File: src/rtl/alu_pkg.sv
// Shared encodings for the sequential ALU: opcodes, FSM states and flag bit positions.
// SEQ_ALU_DIV_EN selects whether opcode 110 runs the iterative divider.
package alu_pkg;

    localparam int unsigned OP_W  = 3;
    localparam int unsigned FLG_W = 4;

    localparam logic [OP_W-1:0] OP_ADD  = 3'b000;
    localparam logic [OP_W-1:0] OP_SUB  = 3'b001;
    localparam logic [OP_W-1:0] OP_AND  = 3'b010;
    localparam logic [OP_W-1:0] OP_ORR  = 3'b011;
    localparam logic [OP_W-1:0] OP_EOR  = 3'b100;
    localparam logic [OP_W-1:0] OP_MUL  = 3'b101;
    localparam logic [OP_W-1:0] OP_UDIV = 3'b110;
    localparam logic [OP_W-1:0] OP_RSVD = 3'b111;

    localparam int unsigned FLG_N = 3;
    localparam int unsigned FLG_Z = 2;
    localparam int unsigned FLG_C = 1;
    localparam int unsigned FLG_V = 0;

    typedef enum logic [1:0] {
        ST_IDLE = 2'd0,
        ST_ITER = 2'd1,
        ST_DONE = 2'd2
    } state_e;

    // Ops that run through the multi-cycle shift datapath.
    function automatic logic is_iter_op(input logic [OP_W-1:0] op);
`ifdef SEQ_ALU_DIV_EN
        return (op == OP_MUL) || (op == OP_UDIV);
`else
        return (op == OP_MUL);
`endif
    endfunction

endpackage

File: src/rtl/seq_alu_if.sv
// Operand/result handshake bundle between the datapath (master) and the ALU (slave).
interface seq_alu_if #(
    parameter int unsigned WIDTH = 32
) ();
    import alu_pkg::*;

    logic                 in_valid;
    logic                 in_ready;
    logic [OP_W-1:0]      op;
    logic [WIDTH-1:0]     src_a;
    logic [WIDTH-1:0]     src_b;
    logic                 out_valid;
    logic                 out_ready;
    logic [WIDTH-1:0]     result;
    logic [FLG_W-1:0]     flags;

    modport master (
        output in_valid, op, src_a, src_b, out_ready,
        input  in_ready, out_valid, result, flags
    );

    modport slave (
        input  in_valid, op, src_a, src_b, out_ready,
        output in_ready, out_valid, result, flags
    );

endinterface

File: src/rtl/alu_muldiv_iter.sv
// Shift-add multiplier / restoring divider, one bit per enabled cycle.
// Divider datapath exists only when SEQ_ALU_DIV_EN is defined.
module alu_muldiv_iter #(
    parameter int unsigned WIDTH = 32
) (
    input  logic             clk,
    input  logic             reset_n,
    input  logic             start_i,
    input  logic             en_i,
    input  logic             op_is_div_i,
    input  logic [WIDTH-1:0] a_i,
    input  logic [WIDTH-1:0] b_i,
    output logic [WIDTH-1:0] step_res_c_o
);

    // acc: product accumulator / partial remainder
    // opnd: shifting multiplicand / divisor
    // shf: shifting multiplier / dividend-in, quotient-out
    logic [WIDTH-1:0] acc_q,  acc_d;
    logic [WIDTH-1:0] opnd_q, opnd_d;
    logic [WIDTH-1:0] shf_q,  shf_d;

`ifdef SEQ_ALU_DIV_EN
    logic             div_q, div_d;
    logic [WIDTH:0]   trial_c;
    logic [WIDTH:0]   diff_c;
    logic             ge_c;
`else
    logic             unused_div;
    assign unused_div = op_is_div_i;
`endif

    always_comb begin
        acc_d        = acc_q;
        opnd_d       = opnd_q;
        shf_d        = shf_q;
        step_res_c_o = acc_q;
`ifdef SEQ_ALU_DIV_EN
        div_d   = div_q;
        trial_c = {acc_q, shf_q[WIDTH-1]};
        diff_c  = trial_c - {1'b0, opnd_q};
        ge_c    = ~diff_c[WIDTH];
`endif
        if (start_i) begin
            acc_d = '0;
`ifdef SEQ_ALU_DIV_EN
            div_d  = op_is_div_i;
            opnd_d = op_is_div_i ? b_i : a_i;
            shf_d  = op_is_div_i ? a_i : b_i;
`else
            opnd_d = a_i;
            shf_d  = b_i;
`endif
        end else if (en_i) begin
`ifdef SEQ_ALU_DIV_EN
            if (div_q) begin
                // Keep the trial remainder only when the divisor fits.
                acc_d        = ge_c ? diff_c[WIDTH-1:0] : trial_c[WIDTH-1:0];
                shf_d        = {shf_q[WIDTH-2:0], ge_c};
                step_res_c_o = (opnd_q == '0) ? '0 : shf_d;
            end else
`endif
            begin
                acc_d        = shf_q[0] ? (acc_q + opnd_q) : acc_q;
                opnd_d       = {opnd_q[WIDTH-2:0], 1'b0};
                shf_d        = {1'b0, shf_q[WIDTH-1:1]};
                step_res_c_o = acc_d;
            end
        end
    end

    always_ff @(posedge clk or negedge reset_n) begin
        if (!reset_n) begin
            acc_q  <= '0;
            opnd_q <= '0;
            shf_q  <= '0;
`ifdef SEQ_ALU_DIV_EN
            div_q  <= 1'b0;
`endif
        end else begin
            acc_q  <= acc_d;
            opnd_q <= opnd_d;
            shf_q  <= shf_d;
`ifdef SEQ_ALU_DIV_EN
            div_q  <= div_d;
`endif
        end
    end

endmodule

File: src/rtl/seq_alu.sv
// Handshaked ALU: single-cycle logic/arith ops, WIDTH-cycle multiply and optional divide.
// Define SEQ_ALU_DIV_EN to enable UDIV; otherwise op 110 is treated as reserved.
module seq_alu
    import alu_pkg::*;
#(
    parameter int unsigned WIDTH = 32
) (
    input  logic      clk,
    input  logic      reset_n,
    seq_alu_if.slave  bus
);

    localparam int unsigned CNT_W = $clog2(WIDTH) + 1;

    state_e             state_q, state_d;
    logic [CNT_W-1:0]   cnt_q, cnt_d;
    logic [WIDTH-1:0]   result_q, result_d;
    logic [FLG_W-1:0]   flags_q, flags_d;
    logic               in_ready_q, in_ready_d;
    logic               out_valid_q, out_valid_d;

    logic               accept_c;
    logic               start_c;
    logic [WIDTH-1:0]   step_res_c;
    logic [WIDTH:0]     sum_c;
    logic [WIDTH:0]     diff_c;
    logic [WIDTH-1:0]   sc_res_c;
    logic               sc_c_c;
    logic               sc_v_c;

    function automatic logic [FLG_W-1:0] mk_flags(input logic [WIDTH-1:0] r,
                                                  input logic c, input logic v);
        logic [FLG_W-1:0] f;
        f        = '0;
        f[FLG_N] = r[WIDTH-1];
        f[FLG_Z] = (r == '0);
        f[FLG_C] = c;
        f[FLG_V] = v;
        return f;
    endfunction

    assign accept_c = in_ready_q && bus.in_valid;
    assign start_c  = accept_c && is_iter_op(bus.op);

    alu_muldiv_iter #(.WIDTH(WIDTH)) u_iter (
        .clk          (clk),
        .reset_n      (reset_n),
        .start_i      (start_c),
        .en_i         (state_q == ST_ITER),
        .op_is_div_i  (bus.op == OP_UDIV),
        .a_i          (bus.src_a),
        .b_i          (bus.src_b),
        .step_res_c_o (step_res_c)
    );

    // Single-cycle ops evaluated straight from the presented operands.
    always_comb begin
        sum_c    = {1'b0, bus.src_a} + {1'b0, bus.src_b};
        diff_c   = {1'b0, bus.src_a} - {1'b0, bus.src_b};
        sc_res_c = '0;
        sc_c_c   = 1'b0;
        sc_v_c   = 1'b0;
        case (bus.op)
            OP_ADD: begin
                sc_res_c = sum_c[WIDTH-1:0];
                sc_c_c   = sum_c[WIDTH];
                sc_v_c   = (bus.src_a[WIDTH-1] == bus.src_b[WIDTH-1]) &&
                           (sum_c[WIDTH-1] != bus.src_a[WIDTH-1]);
            end
            OP_SUB: begin
                sc_res_c = diff_c[WIDTH-1:0];
                sc_c_c   = ~diff_c[WIDTH];
                sc_v_c   = (bus.src_a[WIDTH-1] != bus.src_b[WIDTH-1]) &&
                           (diff_c[WIDTH-1] != bus.src_a[WIDTH-1]);
            end
            OP_AND:  sc_res_c = bus.src_a & bus.src_b;
            OP_ORR:  sc_res_c = bus.src_a | bus.src_b;
            OP_EOR:  sc_res_c = bus.src_a ^ bus.src_b;
            OP_MUL, OP_UDIV, OP_RSVD: sc_res_c = '0;
            default: sc_res_c = '0;
        endcase
    end

    always_comb begin
        state_d  = state_q;
        cnt_d    = cnt_q;
        result_d = result_q;
        flags_d  = flags_q;
        case (state_q)
            ST_IDLE: begin
                if (accept_c) begin
                    if (is_iter_op(bus.op)) begin
                        state_d = ST_ITER;
                        cnt_d   = CNT_W'(WIDTH - 1);
                    end else begin
                        state_d  = ST_DONE;
                        result_d = sc_res_c;
                        flags_d  = mk_flags(sc_res_c, sc_c_c, sc_v_c);
                    end
                end
            end
            ST_ITER: begin
                // Final step lands in result at the edge where the counter reads 0.
                if (cnt_q == '0) begin
                    state_d  = ST_DONE;
                    result_d = step_res_c;
                    flags_d  = mk_flags(step_res_c, 1'b0, 1'b0);
                end else begin
                    cnt_d = cnt_q - CNT_W'(1);
                end
            end
            ST_DONE: begin
                if (bus.out_ready) begin
                    state_d = ST_IDLE;
                end
            end
            default: state_d = ST_IDLE;
        endcase
        in_ready_d  = (state_d == ST_IDLE);
        out_valid_d = (state_d == ST_DONE);
    end

    always_ff @(posedge clk or negedge reset_n) begin
        if (!reset_n) begin
            state_q     <= ST_IDLE;
            cnt_q       <= '0;
            result_q    <= '0;
            flags_q     <= '0;
            in_ready_q  <= 1'b1;
            out_valid_q <= 1'b0;
        end else begin
            state_q     <= state_d;
            cnt_q       <= cnt_d;
            result_q    <= result_d;
            flags_q     <= flags_d;
            in_ready_q  <= in_ready_d;
            out_valid_q <= out_valid_d;
        end
    end

    assign bus.in_ready  = in_ready_q;
    assign bus.out_valid = out_valid_q;
    assign bus.result    = result_q;
    assign bus.flags     = flags_q;

endmodule

File: src/flat_wrapper.sv
// flat-port wrapper written by rule: the top's interface ports become plain ports
module seq_alu_flat import alu_pkg::*;
#(
    parameter int unsigned WIDTH = 32
)
  (clk, reset_n, bus_in_valid, bus_op, bus_src_a, bus_src_b, bus_out_ready, bus_in_ready, bus_out_valid, bus_result, bus_flags);
  seq_alu_if #(.WIDTH(WIDTH)) bus_i ();
  input  logic clk;
  input  logic reset_n;
  input wire logic [$bits(bus_i.in_valid)-1:0] bus_in_valid;
  input wire logic [$bits(bus_i.op)-1:0] bus_op;
  input wire logic [$bits(bus_i.src_a)-1:0] bus_src_a;
  input wire logic [$bits(bus_i.src_b)-1:0] bus_src_b;
  input wire logic [$bits(bus_i.out_ready)-1:0] bus_out_ready;
  output wire logic [$bits(bus_i.in_ready)-1:0] bus_in_ready;
  output wire logic [$bits(bus_i.out_valid)-1:0] bus_out_valid;
  output wire logic [$bits(bus_i.result)-1:0] bus_result;
  output wire logic [$bits(bus_i.flags)-1:0] bus_flags;
  assign bus_i.in_valid = bus_in_valid;
  assign bus_i.op = bus_op;
  assign bus_i.src_a = bus_src_a;
  assign bus_i.src_b = bus_src_b;
  assign bus_i.out_ready = bus_out_ready;
  assign bus_in_ready = bus_i.in_ready;
  assign bus_out_valid = bus_i.out_valid;
  assign bus_result = bus_i.result;
  assign bus_flags = bus_i.flags;
  seq_alu #(.WIDTH(WIDTH)) u_core (.clk(clk), .reset_n(reset_n), .bus(bus_i));
endmodule
File: config.mk
export PLATFORM = sky130hd
export DESIGN_NAME = seq_alu_flat
export DESIGN_NICKNAME = d
export VERILOG_FILES = /design/src/rtl/alu_pkg.sv /design/src/rtl/seq_alu_if.sv /design/src/rtl/alu_muldiv_iter.sv /design/src/rtl/seq_alu.sv /design/src/flat_wrapper.sv
export SDC_FILE = /design/constraint.sdc
export NUM_CORES = 1
export LEC_CHECK = 0
export CAP_MARGIN = 20
export CORE_UTILIZATION = 35
export CTS_BUF_LIST = sky130_fd_sc_hd__clkbuf_4 sky130_fd_sc_hd__clkbuf_8
export DETAILED_ROUTE_END_ITERATION = 10
export PLACE_DENSITY_LB_ADDON = 0.08
export SETUP_SLACK_MARGIN = 0.2
export SYNTH_ARGS = -nofsm -noshare
export SYNTH_HDL_FRONTEND = slang
export SYNTH_SLANG_ARGS = --single-unit
File: constraint.sdc
create_clock -name clk -period 3.64 [get_ports clk]
set_input_delay 0.91 -clock clk [delete_from_list [all_inputs] [get_ports clk]]
set_output_delay 0.91 -clock clk [all_outputs]
set_load 0.005 [all_outputs]
* Yosys cells after proc, flatten, opt, wreduce, memory -nomap -nowiden *
Index checks and enable logic that the tools add are counted.

operators by class
  equal/unequal tests = 19
  muxes and demuxes = 28
  reductions and logical operators = 15
  $add $sub $neg = 4
  bitwise operators = 4

operator list
  kind                 number
  $mux 32              11
  $pmux 32 s6          1
  $logic_not 32->1     2
  $pmux 32 s2          1
  $add 32x32->33       1
  $sub 32x32->33       1
  $add 32x32->32       1
  $and 32x32->32       1
  $or 32x32->32        1
  $xor 32x32->32       1
  $mux 6               3
  $eq 3x3->1 const B   4
  $mux 4               3
  $pmux 6 s2           1
  $mux 2               4
  $pmux 4 s2           1
  $reduce_and 4->1     2
  $eq 3x2->1 const B   2
  $logic_not 6->1      1
  $ne 2x1->1 const B   3
  $pmux 2 s3           1
  $sub 6x1->6 const B  1
  $eq 2x2->1 const B   2
  $logic_and 1x1->1    4
  other kinds (11)     17

storage, ports and cells
  register bits after elaboration = 142
  bits of input ports = 71
  logic and storage cells = 79
  output and inout port bits = 38

* Longest topological paths before layout *
Gate-level depths: netlist of run 1.

  depth after elaboration = 7
  gate-level depth with buffers = 15
  gate-level depth less buffers = 15

* Cells and area by module *
From an unflattened synthesis of run 1, not the netlist that was laid out.

second synthesis, totals
  cell total of the unflattened synthesis = 1796
  area total of the unflattened synthesis = 13893.3 um2

by module, submodules not included
  module           seq. area each (um2)  area each (um2)  cells each  times used
  seq_alu          1127.3                7793.7           1103        1
  alu_muldiv_iter  2402.3                6099.6           693         1

* Worst setup path after synthesis of run 1 *
OpenSTA, ideal clock, no wires.

  path kind = input-to-reg
  start = in bus_src_b[0]
  end = reg u_core.flags_q[2] (netlist: u_core.bus.flags[2])
  data required time = 3571 ps
  path slack = -319 ps
  path buffers = 0
  arrival time = 3891 ps
  stages on the path = 12
  setup time = 69 ps
  cells stage by stage = ha_1 -> fa_1 -> a211o_1 -> a31o_1 -> a211o_1 -> a211oi_4 -> o221ai_2 -> a211o_1 -> o311a_1 -> nor4_1 -> nand4_1 -> nand3_1

on the way
  word-level cells in the longest chain between the ends = 6
  elaborated cells between the ends (all ways) = 10
  classes of those cells = add/sub: 2; mux: 4; bitwise: 3; reduce/logical: 1

RTL lines
  element                                 line                RTL
  from (decl)                             flat_wrapper.sv:13  input wire logic [$bits(bus_i.src_b)-1:0] bus_src_b;
  $sub 32x32->33 (tied with other cells)  seq_alu.sv:59       diff_c = {1'b0, bus.src_a} - {1'b0, bus.src_b};
  $pmux 32 s6 (*)                         seq_alu.sv:63       case (bus.op)
  $logic_not 32->1 (*)                    seq_alu.sv:36       f[FLG_Z] = (r == '0);
  $mux 4 (*)                              seq_alu.sv:92       if (is_iter_op(bus.op)) begin
  $mux 4 (*)                              seq_alu.sv:91       if (accept_c) begin
  $pmux 4 s2 (*)                          seq_alu.sv:89       case (state_q)
  to (signal assigned)                    seq_alu.sv:135      flags_q <= flags_d;
  to (decl)                               seq_alu.sv:18       logic [FLG_W-1:0] flags_q, flags_d;

Every way passes the cells marked *; elsewhere a longest branch is shown, timed or not. The select of a mux whose other input is x is not followed.
A chain may end at the register's enable or synchronous reset.

* Final worst setup path of run 1 *
  start = in bus_src_a[3]
  end = reg u_core.result_q[30] (netlist: u_core.bus.result[30])

on the way
  word-level cells in the longest chain between the ends = 5
  elaborated cells between the ends (all ways) = 6
  classes of those cells = add/sub: 2; mux: 4

RTL lines
  element                                           line                          RTL
  from (decl)                                       flat_wrapper.sv:12            input wire logic [$bits(bus_i.src_a)-1:0] bus_src_a;
  $sub 32x32->33 or $add 32x32->33 (tied branches)  seq_alu.sv:59, seq_alu.sv:58
  $pmux 32 s6 (*)                                   seq_alu.sv:63
  $mux 32 (*)                                       seq_alu.sv:92
  $mux 32 (*)                                       seq_alu.sv:91
  $pmux 32 s2 (*)                                   seq_alu.sv:89
  to (signal assigned)                              seq_alu.sv:134                result_q <= result_d;
  to (decl)                                         seq_alu.sv:17                 logic [WIDTH-1:0] result_q, result_d;

Marked as above.

==> results of run 1 <==
routing by layer:
metal | vias to the layer above | share of wire | GRT usage
li1 | 8063 | - | -
met1 | 8305 | 0.47 | 0.4587
met2 | 590 | 0.44 | 0.4866
met3 | 103 | 0.067 | 0.05552
met4 | 0 | 0.024 | 0.08783
met5 | - | 0 | 0
cells in the mapped netlist (all sizes together), types with 21 or more instances:
cell type	n	area, um^2
nand2	315	1182
nor2	215	819.5
a21oi	175	879.6
dfrtp	140	3503
ha	128	1602
o21ai	118	594.3
inv	112	420.4
clkbuf	96	400.4
a31oi	75	475.5
nand3	35	175.2
a211oi	29	230.2
buf	28	162.7
nor3	28	140.1
o211ai	25	197.7
nand4	24	150.1
nor2b	24	150.1
xnor2	23	201.4
nor4	21	152.6
worst max-delay path, delay by kind of cell:
| family | cells | cell delay (ns) |
|---|---|---|
| fa+ha+maj | 1 | 0.19 |
| buf+inv | 5 | 0.82 |
| simple gates | 1 | 0.30 |
| compound gates | 8 | 1.89 |
area by class of cell:
type	instances	area, um^2
flip-flops and latches	141	3530
clock inverters	12	151.4
fillers	3934	19260
inverters	112	425.4
multi-input cells	1587	10870
repair buffers	624	5031
clock buffers	20	262.8
well taps	525	656.9
report_power, final:
| group | switching, W | internal (W) | total (W) |
|---|---|---|---|
| clock network | 0.000802 | 0.000661 | 0.00146 |
| logic | 0.00383 | 0.00332 | 0.00714 |
| registers | 0.000694 | 0.00228 | 0.00297 |
| total | 0.00533 | 0.00626 | 0.0116 |
placed cells by master (no fill, tap or decap), types with 18 or more instances in the layout:
cell and n:
xnor2_1 22, o211ai_1 23, inv_2 28, nand3_1 33
nand4_1 24, xor2_1 19, a31oi_1 71, a211oi_1 21
and2_1 18, buf_4 486, ha_4 25, a21oi_1 156
inv_1 82, ha_1 95, clkbuf_8 18, nor2_1 209
buf_6 27, nand2_1 315, nor2b_1 21, o21a_1 18
dlygate4sd2_1 18, o21ai_0 95, nor3_1 24, clkdlybuf4s50_1 62
dfrtp_1 140
final timing paths:
| kind | start | to | slack, ns |
|---|---|---|---|
| worst max-delay path | bus_src_a[3] | u_core.bus.result[30] | -0.04 |
| worst min-delay path | reset_n | u_core.cnt_q[3] | 0.33 |
| worst max register to register | u_core.u_iter.opnd_q[0] | u_core.bus.flags[2] | 0.12 |
| worst min register to register | u_core.bus.result[2] | u_core.bus.result[2] | 0.49 |
| max in group asynchronous | reset_n | u_core.bus.in_ready | 2.47 |
| min in group clk | u_core.bus.result[2] | u_core.bus.result[2] | 0.49 |
what timing repair did:
action / 4_1_cts / 5_1_grt
hold buffers: 0 / 0
endpoints found under the setup margin: 22 / 17
gates resized for setup: 205 / 116
pin swaps: 52 / 69
setup buffers: 30 / 13
logic make-up after synthesis:
| group | share of synthesized area |
|---|---|
| buffers and inverters | 0.06822 |
| muxes | 0.01519 |
| adders and majority gates | 0.1153 |
| DFF | 0.2449 |
| xor gates and xnor gates | 0.02552 |
| AOI/OAI and AO/OA | 0.2894 |
| and+or+nand+nor | 0.2416 |
sequential cells by signal (all words and copies together) (netlist names):
signal,flops
u_core.bus.result,32
u_core.u_iter.acc_q,32
u_core.u_iter.opnd_q,32
u_core.u_iter.shf_q,32
u_core.cnt_q,6
u_core.bus.flags,3
u_core.state_q,2
u_core.bus.in_ready,1
u_core.bus.out_valid,1
through the flow:
step / util / instances / instance area [um^2] / hold WS (ns) / power [W]
after floorplan: - / 1964 / 14480 / 0.4624 / 0.006783
after global placement: 0.4795 / 2946 / 19270 / 0.4648 / 0.009640
after detailed placement: 0.4795 / 2946 / 19270 / 0.4725 / 0.009699
after CTS: 0.5106 / 3008 / 20520 / 0.3203 / 0.01139
after global routing: 0.5206 / 3021 / 20920 / 0.3469 / 0.01244
final: 0.5206 / 3021 / 20920 / 0.3301 / 0.01158
==> metrics.csv, run 1 <==
stage,metric,value,unit
power_and_ir_drop,total_leakage_power,9.585,nW
synthesis,synth-seq-area-share,0.2449,
synthesis,synth.distinct_cells,102,
clocking,cts_max_level,4,
global_route,grtUsageTotal,0.3194,
die,rows,73,
global_route,grt_max_degree,65,
worst_setup_path,path_max_fanout,5,
detailed_routing,ant_nets,0,
run_status,status,finished with violations,
die,io-pin-count,109,
clocking,numClockSinks,141,
flow_run,cap_violations,0,
place,place_hpwl,52.48,mm
clocking,clock-root-buffer,clkbuf_8,
die,initial_core_util,0.3587,
detailed_routing,drt_wl_total,66.52,mm
clocking,cts_tree,yes,
place,place_congestion,0.9906,
sta,fin_skew,0.03357,ns
synthesis,syn_area,14420,um^2
detailed_routing,post_drt_wl_per_cell,22.02,um
synthesis,syn_inst,1964,
clocking,clkTransAtPathRegs,0.09,ns
worst_setup_path,cp.arrival,4.11,ns
die,core_area,40190,um^2
synthesis,yosys_warnings,0,
sta,setup_viol,1,
die,die_h,204.9,um
worst_setup_path,path_cells,"dlygate4sd2_1, buf_4, ha_4, or2_2, a31o_4, a211o_1, a211oi_4, o221ai_4, buf_6, buf_6, a211o_1, o311a_1, buf_4, a22oi_2, o21ai_1",
detailed_routing,dr_total_vias,17060,
power_and_ir_drop,powerDensity,553.5,nW/um^2
global_route,grt_pass1_vias,16550,
clocking,cts-buffers-inserted,17,
sta,rsz0062_at_grt,true,
clocking,insertion_delay,0.57,ns
detailed_routing,drt_pass1_iterations,5,
worst_setup_path,worst_setup_path_start_kind,input pin,
sta,period_minus_slack,3.678,ns
final_layout,num-nets-final,2685,
place,io_buffers,108,
run_status,violations,negative setup slack,
detailed_routing,drtIter0Drc,1601,
sta,finalCritPeriodShare,1.010,
worst_setup_path,r2r_cells,15,
global_route,antenna_found_initial,1,
worst_setup_path,cp.required,4.07,ns
synthesis,synth-edff-count,0,
detailed_routing,via_per_inst,5.647,
final_layout,drive_gt1_frac,0.3101,
worst_setup_path,cp-end-kind,flop,
worst_setup_path,cp_slowest_cell,o311a_1,
final_layout,area_growth,45.15,%
worst_setup_path,max_stage_delay,0.34,ns
clocking,cts_buffer_depth,2,
sta,clock.fmax,271.9,MHz
detailed_routing,drc,0,
sta,hold_violations,0,
worst_setup_path,path_class,input pin to flop,
sta,setup_ws,-0.03768,ns
sta,worst_slew_margin_rel,0.4475,
synthesis,synth-async-reset-ratio,1.000,
sta,tns,-0.03768,ns
global_route,grt.overflow.total,0,
power_and_ir_drop,irDropWorstVdd,0.4390,mV
synthesis,ys.flop_type,dfrtp_1,
place,place_ws,-1.195,ns
die,die_w,204.9,um
sta,worstMarginPinSlew,0.8217,ns
die,dieArea,42000,um^2
synthesis,synth_seq_cells,141,
synthesis,synth_nets,2166,
synthesis,synth_area_per_cell,7.340,um^2
global_route,grt_first_pass_wirelength,100.7,mm
min_path,hp-class,input pin to asynchronous set/reset pin,
final_layout,antenna_cells,0,
sta,slew_viol_final,0,
Power figures use the tool's default switching activity.
==> run 2, diff against run 1 <==
--- a/config.mk
+++ b/config.mk
@@ -7,9 +7,8 @@
 export LEC_CHECK = 0
 export CAP_MARGIN = 20
 export CORE_UTILIZATION = 35
-export CTS_BUF_LIST = sky130_fd_sc_hd__clkbuf_4 sky130_fd_sc_hd__clkbuf_8
 export DETAILED_ROUTE_END_ITERATION = 10
-export PLACE_DENSITY_LB_ADDON = 0.08
+export PLACE_DENSITY = 0.54
 export SETUP_SLACK_MARGIN = 0.2
 export SYNTH_ARGS = -nofsm -noshare
 export SYNTH_HDL_FRONTEND = slang
==> metrics.csv, run 2 (synthesized netlist as in run 1, its figures left out) <==
stage,metric,value,unit,change
clocking,postCtsHoldBufs,0,,unchanged
sta,setup_viol,4,,was 1
worst_setup_path,cp_slowest_cell,fa_2,,was o311a_1
detailed_routing,drt_pass1_iterations,6,,was 5
run_status,violations,negative setup slack,,unchanged
final_layout,fin_util,0.5319,,was 0.5206
clocking,clock-root-buffer,clkbuf_16,,was clkbuf_8
detailed_routing,drtIter0Drc,1481,,was 1601
worst_setup_path,cp.arrival,4.18,ns,was 4.11 ns
detailed_routing,routed-wl-met3,4.388,mm,was 4.483 mm
final_layout,area_growth,48.29,%,was 45.15%
run_status,status,finished with violations,,unchanged
worst_setup_path,path_class,input pin to flop,,unchanged
die,core_area,40190,um^2,unchanged
global_route,grt_max_degree,73,,was 65
sta,slew_viol_final,0,,unchanged
detailed_routing,drc,0,,unchanged
sta,fin_skew,0.02160,ns,was 0.03357 ns
sta,period_minus_slack,3.804,ns,was 3.678 ns
worst_setup_path,startpoint,bus_src_a[0],,was bus_src_a[3]
final_layout,postLayoutCellArea,21380,um^2,was 20920 um^2
die,die_w,204.9,um,unchanged
sta,worst_slew_margin_rel,0.4034,,was 0.4475
sta,setup_ws,-0.1635,ns,was -0.03768 ns
global_route,antenna_found_initial,0,,was 1
global_route,grt.overflow.total,0,,unchanged
flow_run,cap_violations,0,,unchanged
power_and_ir_drop,irDropWorstVdd,0.4562,mV,was 0.4390 mV
worst_setup_path,path_cells,"buf_8, ha_4, fa_2, a211o_1, a31o_1, a211o_1, a211oi_4, o221ai_4, buf_6, buf_6, a211o_1, buf_6, buf_6, a21o_4, a21oi_2, nor2_1, o21ai_1, nand2_1",,"was dlygate4sd2_1, buf_4, ha_4, or2_2, a31o_4, a211o_1, a211oi_4, o221ai_4, buf_6, buf_6, a211o_1, o311a_1, buf_4, a22oi_2, o21ai_1"
detailed_routing,dr_total_vias,17060,,about the same
worst_setup_path,worst_setup_path_start_kind,input pin,,unchanged
place,io_buffers,108,,unchanged
die,rows,73,,unchanged
min_path,hp-class,input pin to asynchronous set/reset pin,,unchanged
detailed_routing,via_per_inst,5.646,,was 5.647
final_layout,final_common_cell,buf_4,,unchanged
global_route,grt_first_pass_wirelength,99.80,mm,was 100.7 mm
worst_setup_path,critPathMostFrequentCell,buf_6,,
place,place_hpwl,51.31,mm,was 52.48 mm
place,place_congestion,0.9939,,was 0.9906
place,place_area,19130,um^2,was 19270 um^2
power_and_ir_drop,total_leakage_power,9.708,nW,was 9.585 nW
detailed_routing,wl_met2,29.11,mm,was 29.08 mm
global_route,grtUsageTotal,0.3157,,was 0.3194
sta,clock.fmax,262.9,MHz,was 271.9 MHz
clocking,cts-buffers-inserted,17,,unchanged
sta,finalCritPeriodShare,1.045,,was 1.010
detailed_routing,ant_nets,0,,unchanged
final_layout,nFillCells,3919,,was 3934
sta,whs,0.4043,ns,was 0.3301 ns
die,io-pin-count,109,,unchanged
clocking,cts_max_level,4,,unchanged
sta,worstMarginPinSlew,0.8873,ns,was 0.8217 ns
die,die_h,204.9,um,unchanged
clocking,cts_tree,yes,,unchanged
global_route,grt_pass1_vias,16550,,about the same
clocking,cts_buffer_depth,2,,unchanged
final_layout,drive_gt1_frac,0.3229,,was 0.3101
clocking,clkTransAtPathRegs,0.07,ns,was 0.09 ns
power_and_ir_drop,power.total,0.01179,W,was 0.01158 W
die,dieArea,42000,um^2,unchanged
clocking,insertion_delay,0.50,ns,was 0.57 ns
power_and_ir_drop,powerDensity,551.8,nW/um^2,was 553.5 nW/um^2
sta,rsz0062_at_grt,true,,unchanged
clocking,numClockSinks,141,,unchanged
detailed_routing,drt_wl_total,66.00,mm,was 66.52 mm
sta,hold_violations,0,,unchanged
worst_setup_path,r2r_start,u_core.u_iter.opnd_q[0],,unchanged
final_layout,layout_common_cells,"buf_4, nand2_1, nor2_1",,unchanged
die,initial_core_util,0.3587,,unchanged
worst_setup_path,cp-end-kind,flop,,unchanged
worst_setup_path,max_stage_delay,0.35,ns,was 0.34 ns
detailed_routing,wl_met1,31.23,mm,was 31.35 mm
worst_setup_path,cp.required,4.02,ns,was 4.07 ns
detailed_routing,post_drt_wl_per_cell,21.85,um,was 22.02 um
place,place_ws,-1.183,ns,was -1.195 ns
detailed_routing,highest_layer,met4,,unchanged
final_layout,num-nets-final,2685,,unchanged
worst_setup_path,path_max_fanout,2,,was 5
final_layout,antenna_cells,0,,unchanged
## run 2: cell count changes in the layout (fill, tap and decap cells not counted), moves of 11 or more
| cell | change |
|---|---|
| buf_4 | -11 |
| clkbuf_8 | -17 |
| clkbuf_16 | +17 |
| buf_6 | +18 |
| dlygate4sd2_1 | -11 |
## run 2: final cells by class
type,count,area [um^2],area share
clock inverters,14,123.9,0.005795
multi-input cells,1587,11060,0.5174
clock buffers,18,439.2,0.02055
well taps,525,656.9,0.03073
flip-flops and latches,141,3530,0.1651
repair buffers,624,5125,0.2398
inverters,112,441.7,0.02066
## run 2: final timing paths
path,end,slack (ns),cells after the start
max reg2reg,u_core.bus.flags[2],-0.08,14
min in group clk,u_core.bus.result[0],0.49,1
min,u_core.cnt_q[5],0.40,1
max,u_core.bus.flags[1],-0.16,18
max in group asynchronous,u_core.u_iter.shf_q[16],2.45,2
min reg2reg,u_core.bus.result[0],0.49,1
## run 2: what timing repair did
item,4_1_cts,5_1_grt
buffers inserted,39,26
setup endpoints to repair,27,20
pin swaps,73,85
gates resized for setup,238,185
## run 2: report_power, final
part / total, W / leakage (nW) / switching, W / internal, W
Clock: 0.00180 / 0.279 / 0.000881 / 0.000914
Combinational: 0.00703 / 7.70 / 0.00381 / 0.00322
Sequential: 0.00297 / 1.73 / 0.000683 / 0.00228
Total: 0.0118 / 9.71 / 0.00538 / 0.00642
## run 2: metal layers
layer / track usage / vias up
li1: - / 8081
met1: 0.4620 / 8346
met2: 0.4744 / 560
met3: 0.04836 / 71
met4: 0.08915 / 0
met5: 0 / -
## run 2: metrics by stage
stage | std cells | TNS, ns
floorplan | 1964 | -0.1071
global placement | 2924 | -17.85
detailed placement | 2924 | -19.04
CTS | 2995 | -0.2922
global route | 3021 | -0.8728
finish | 3021 | -0.5549
## run 2: critical path: cells and delay by family
| family | cells | cell delay (ns) |
|---|---|---|
| adders and majority gates | 2 | 0.50 |
| AOI/OAI and AO/OA | 9 | 2.05 |
| buffers and inverters | 5 | 0.59 |
| and+or+nand+nor | 2 | 0.11 |
==> run 3, diff against run 2 <==
--- a/config.mk
+++ b/config.mk
@@ -5,10 +5,12 @@
 export SDC_FILE = /design/constraint.sdc
 export NUM_CORES = 1
 export LEC_CHECK = 0
+export ABC_CLOCK_PERIOD_IN_PS = 3640
 export CAP_MARGIN = 20
 export CORE_UTILIZATION = 35
 export DETAILED_ROUTE_END_ITERATION = 10
 export PLACE_DENSITY = 0.54
+export REMOVE_ABC_BUFFERS = 1
 export SETUP_SLACK_MARGIN = 0.2
 export SYNTH_ARGS = -nofsm -noshare
 export SYNTH_HDL_FRONTEND = slang
==> metrics.csv, run 3 (synthesized netlist as in run 1, its figures left out) <==
stage,metric,value,unit,change
detailed_routing,ant_nets,0,,unchanged
worst_setup_path,worst_setup_path_start_kind,input pin,,unchanged
global_route,grt_use_met2,0.4760,,was 0.4744
place,place_congestion,1.007,,was 0.9939
detailed_routing,dr_total_vias,16980,,was 17060
global_route,grtUsageTotal,0.3093,,was 0.3157
detailed_routing,drtIter0Drc,1417,,was 1481
clocking,cts-buffers-inserted,17,,unchanged
worst_setup_path,path_class,input pin to flop,,unchanged
sta,slew_viol_final,0,,unchanged
final_layout,layout_common_cells,"buf_4, nand2_1, nor2_1",,unchanged
clocking,numClockSinks,141,,unchanged
worst_setup_path,cp_slowest_cell,fa_2,,unchanged
detailed_routing,drt_wl_total,64.80,mm,was 66.00 mm
power_and_ir_drop,powerDensity,560.5,nW/um^2,was 551.8 nW/um^2
clocking,insertion_delay,0.49,ns,was 0.50 ns
worst_setup_path,cp.required,4.06,ns,was 4.02 ns
power_and_ir_drop,total_leakage_power,9.744,nW,was 9.708 nW
final_layout,antenna_cells,0,,unchanged
global_route,use_met3,0.05457,,was 0.04836
worst_setup_path,r2r_end,u_core.bus.flags[2],,unchanged
clocking,cts_tree,yes,,unchanged
final_layout,drive_gt1_frac,0.3200,,was 0.3229
worst_setup_path,path_buf_inv,3,,was 5
global_route,grt.overflow.total,0,,unchanged
die,initial_core_util,0.3587,,unchanged
detailed_routing,via_per_inst,5.609,,was 5.646
sta,clock.fmax,261.0,MHz,was 262.9 MHz
global_route,grt.met1_usage,0.4382,,was 0.4620
worst_setup_path,startpoint,bus_src_b[1],,was bus_src_a[0]
worst_setup_path,r2r_slack,-0.06,ns,was -0.08 ns
worst_setup_path,r2r_start,u_core.u_iter.opnd_q[0],,unchanged
worst_setup_path,max_stage_delay,0.41,ns,was 0.35 ns
place,place_ws,-1.191,ns,was -1.183 ns
worst_setup_path,cp.arrival,4.25,ns,was 4.18 ns
detailed_routing,drc,0,,unchanged
clocking,clkTransAtPathRegs,0.07,ns,about the same
power_and_ir_drop,irDropWorstVdd,0.4399,mV,was 0.4562 mV
place,io_buffers,108,,unchanged
global_route,grt_max_degree,79,,was 73
clocking,cts_max_level,4,,unchanged
final_layout,area_growth,47.87,%,was 48.29%
die,dieArea,42000,um^2,unchanged
power_and_ir_drop,power.total,0.01195,W,was 0.01179 W
worst_setup_path,critPathTopFamily,compound AO/OA/AOI/OAI gates,,unchanged
min_path,hp-class,input pin to asynchronous set/reset pin,,unchanged
sta,finalCritPeriodShare,1.052,,was 1.045
worst_setup_path,path_cells,"buf_6, buf_6, fa_2, a211o_1, a31o_4, a211o_4, a211oi_4, o221ai_2, buf_4, a211o_1, o311a_1, nor4_2, nand4_1, nand3_1",,"was buf_8, ha_4, fa_2, a211o_1, a31o_1, a211o_1, a211oi_4, o221ai_4, buf_6, buf_6, a211o_1, buf_6, buf_6, a21o_4, a21oi_2, nor2_1, o21ai_1, nand2_1"
final_layout,final_common_cell,buf_4,,unchanged
die,core_area,40190,um^2,unchanged
die,die_h,204.9,um,unchanged
sta,worstMarginPinSlew,0.8475,ns,was 0.8873 ns
detailed_routing,drt_pass1_iterations,6,,unchanged
sta,rsz0062_at_grt,true,,unchanged
sta,period_minus_slack,3.831,ns,was 3.804 ns
final_layout,num-nets-final,2692,,was 2685
die,io-pin-count,109,,unchanged
run_status,violations,negative setup slack,,unchanged
global_route,grt_first_pass_wirelength,97.96,mm,was 99.80 mm
sta,fin_skew,0.01692,ns,was 0.02160 ns
run_status,status,finished with violations,,unchanged
clocking,postCtsHoldBufs,0,,unchanged
flow_run,cap_violations,0,,unchanged
global_route,grt.busiest_layer,met2,,unchanged
worst_setup_path,r2r_cells,15,,was 14
place,place_hpwl,50.08,mm,was 51.31 mm
clocking,clock-root-buffer,clkbuf_16,,unchanged
global_route,antenna_found_initial,0,,unchanged
clocking,cts_buffer_depth,2,,unchanged
worst_setup_path,path_max_fanout,4,,was 2
worst_setup_path,cp-end-kind,flop,,unchanged
global_route,grt_pass1_vias,16480,,was 16550
sta,setup_ws,-0.1910,ns,was -0.1635 ns
sta,worst_slew_margin_rel,0.4350,,was 0.4034
die,rows,73,,unchanged
die,die_w,204.9,um,unchanged
sta,hold_violations,0,,unchanged
detailed_routing,post_drt_wl_per_cell,21.40,um,was 21.85 um
sta,setup_viol,4,,unchanged
-- run 3: changes by cell type in the layout (fill, tap and decap cells not counted), moves of 4 or more --
cell and delta:
dlygate4sd2_1 +12, inv_1 +4, buf_6 -16, ha_1 +5
a21oi_2 +6, clkbuf_2 -4, buf_4 +15, ha_4 -4
-- run 3: report_power, final --
part | total [W] | internal (W) | switching (W)
combinational | 0.00712 | 0.00332 | 0.00381
clock | 0.00184 | 0.000962 | 0.000874
sequential | 0.00299 | 0.00228 | 0.000706
-- run 3: worst max path at each step --
stage	endpoint	slack (ns)	cells past startpoint
global route	u_core.bus.flags[2]	-0.25	14
CTS	u_core.bus.flags[2]	-0.26	14
global placement	u_core.bus.flags[2]	-1.31	18
detailed placement	u_core.bus.flags[2]	-1.19	17
finish	u_core.bus.flags[2]	-0.19	14
floorplan	u_core.bus.flags[2]	-3.03	9
-- run 3: metal layers --
metal | vias up | wire length [um] | share of wire
met2 | 555 | 28730 | 0.44
met4 | 0 | 1554 | 0.024
li1 | 8085 | - | -
met3 | 85 | 4307 | 0.066
met5 | - | 0 | 0
met1 | 8259 | 30210 | 0.47
-- run 3: repair_timing --
| action | 4_1_cts | 5_1_grt |
|---|---|---|
| pin swaps | 70 | 76 |
| resized for setup | 247 | 136 |
| setup endpoints to repair | 27 | 21 |
| cloned | 0 | 1 |
| buffers inserted | 38 | 23 |
-- run 3: final cells by class --
class | instances | area (um^2)
multi-input combinational | 1587 | 10960
clock inverter | 15 | 152.6
sequential | 141 | 3530
tap | 525 | 656.9
timing repair buffer | 631 | 5159
fill | 3890 | 18870
clock buffer | 17 | 425.4
inverter | 112 | 432.9
-- run 3: per-stage QoR --
step	cell area, um^2	std cells	hold slack, ns	util	TNS [ns]
6_report	21320	3028	0.4085	0.5304	-0.3795
5_1_grt	21320	3028	0.4528	0.5304	-0.6237
3_5_place_dp	19140	2934	0.4717	0.4762	-20.84
4_1_cts	20670	3004	0.4263	0.5144	-0.4941
2_1_floorplan	13850	1840	0.4624	-	-126.21
3_3_place_gp	19140	2934	0.4786	0.4762	-20.29
-- run 3: worst reg2reg max path, cell delays in order (launching register included) --
cell,delay (ns)
dfrtp_1,0.38
ha_1,0.19
inv_1,0.06
fa_1,0.38
nand2b_1,0.19
a21oi_1,0.15
buf_4,0.15
o211ai_1,0.15
a21bo_2,0.27
o21bai_1,0.28
xor2_1,0.15
a211o_1,0.27
a2111o_1,0.35
nor4_1,0.37
nand4_1,0.18
nand3_1,0.12
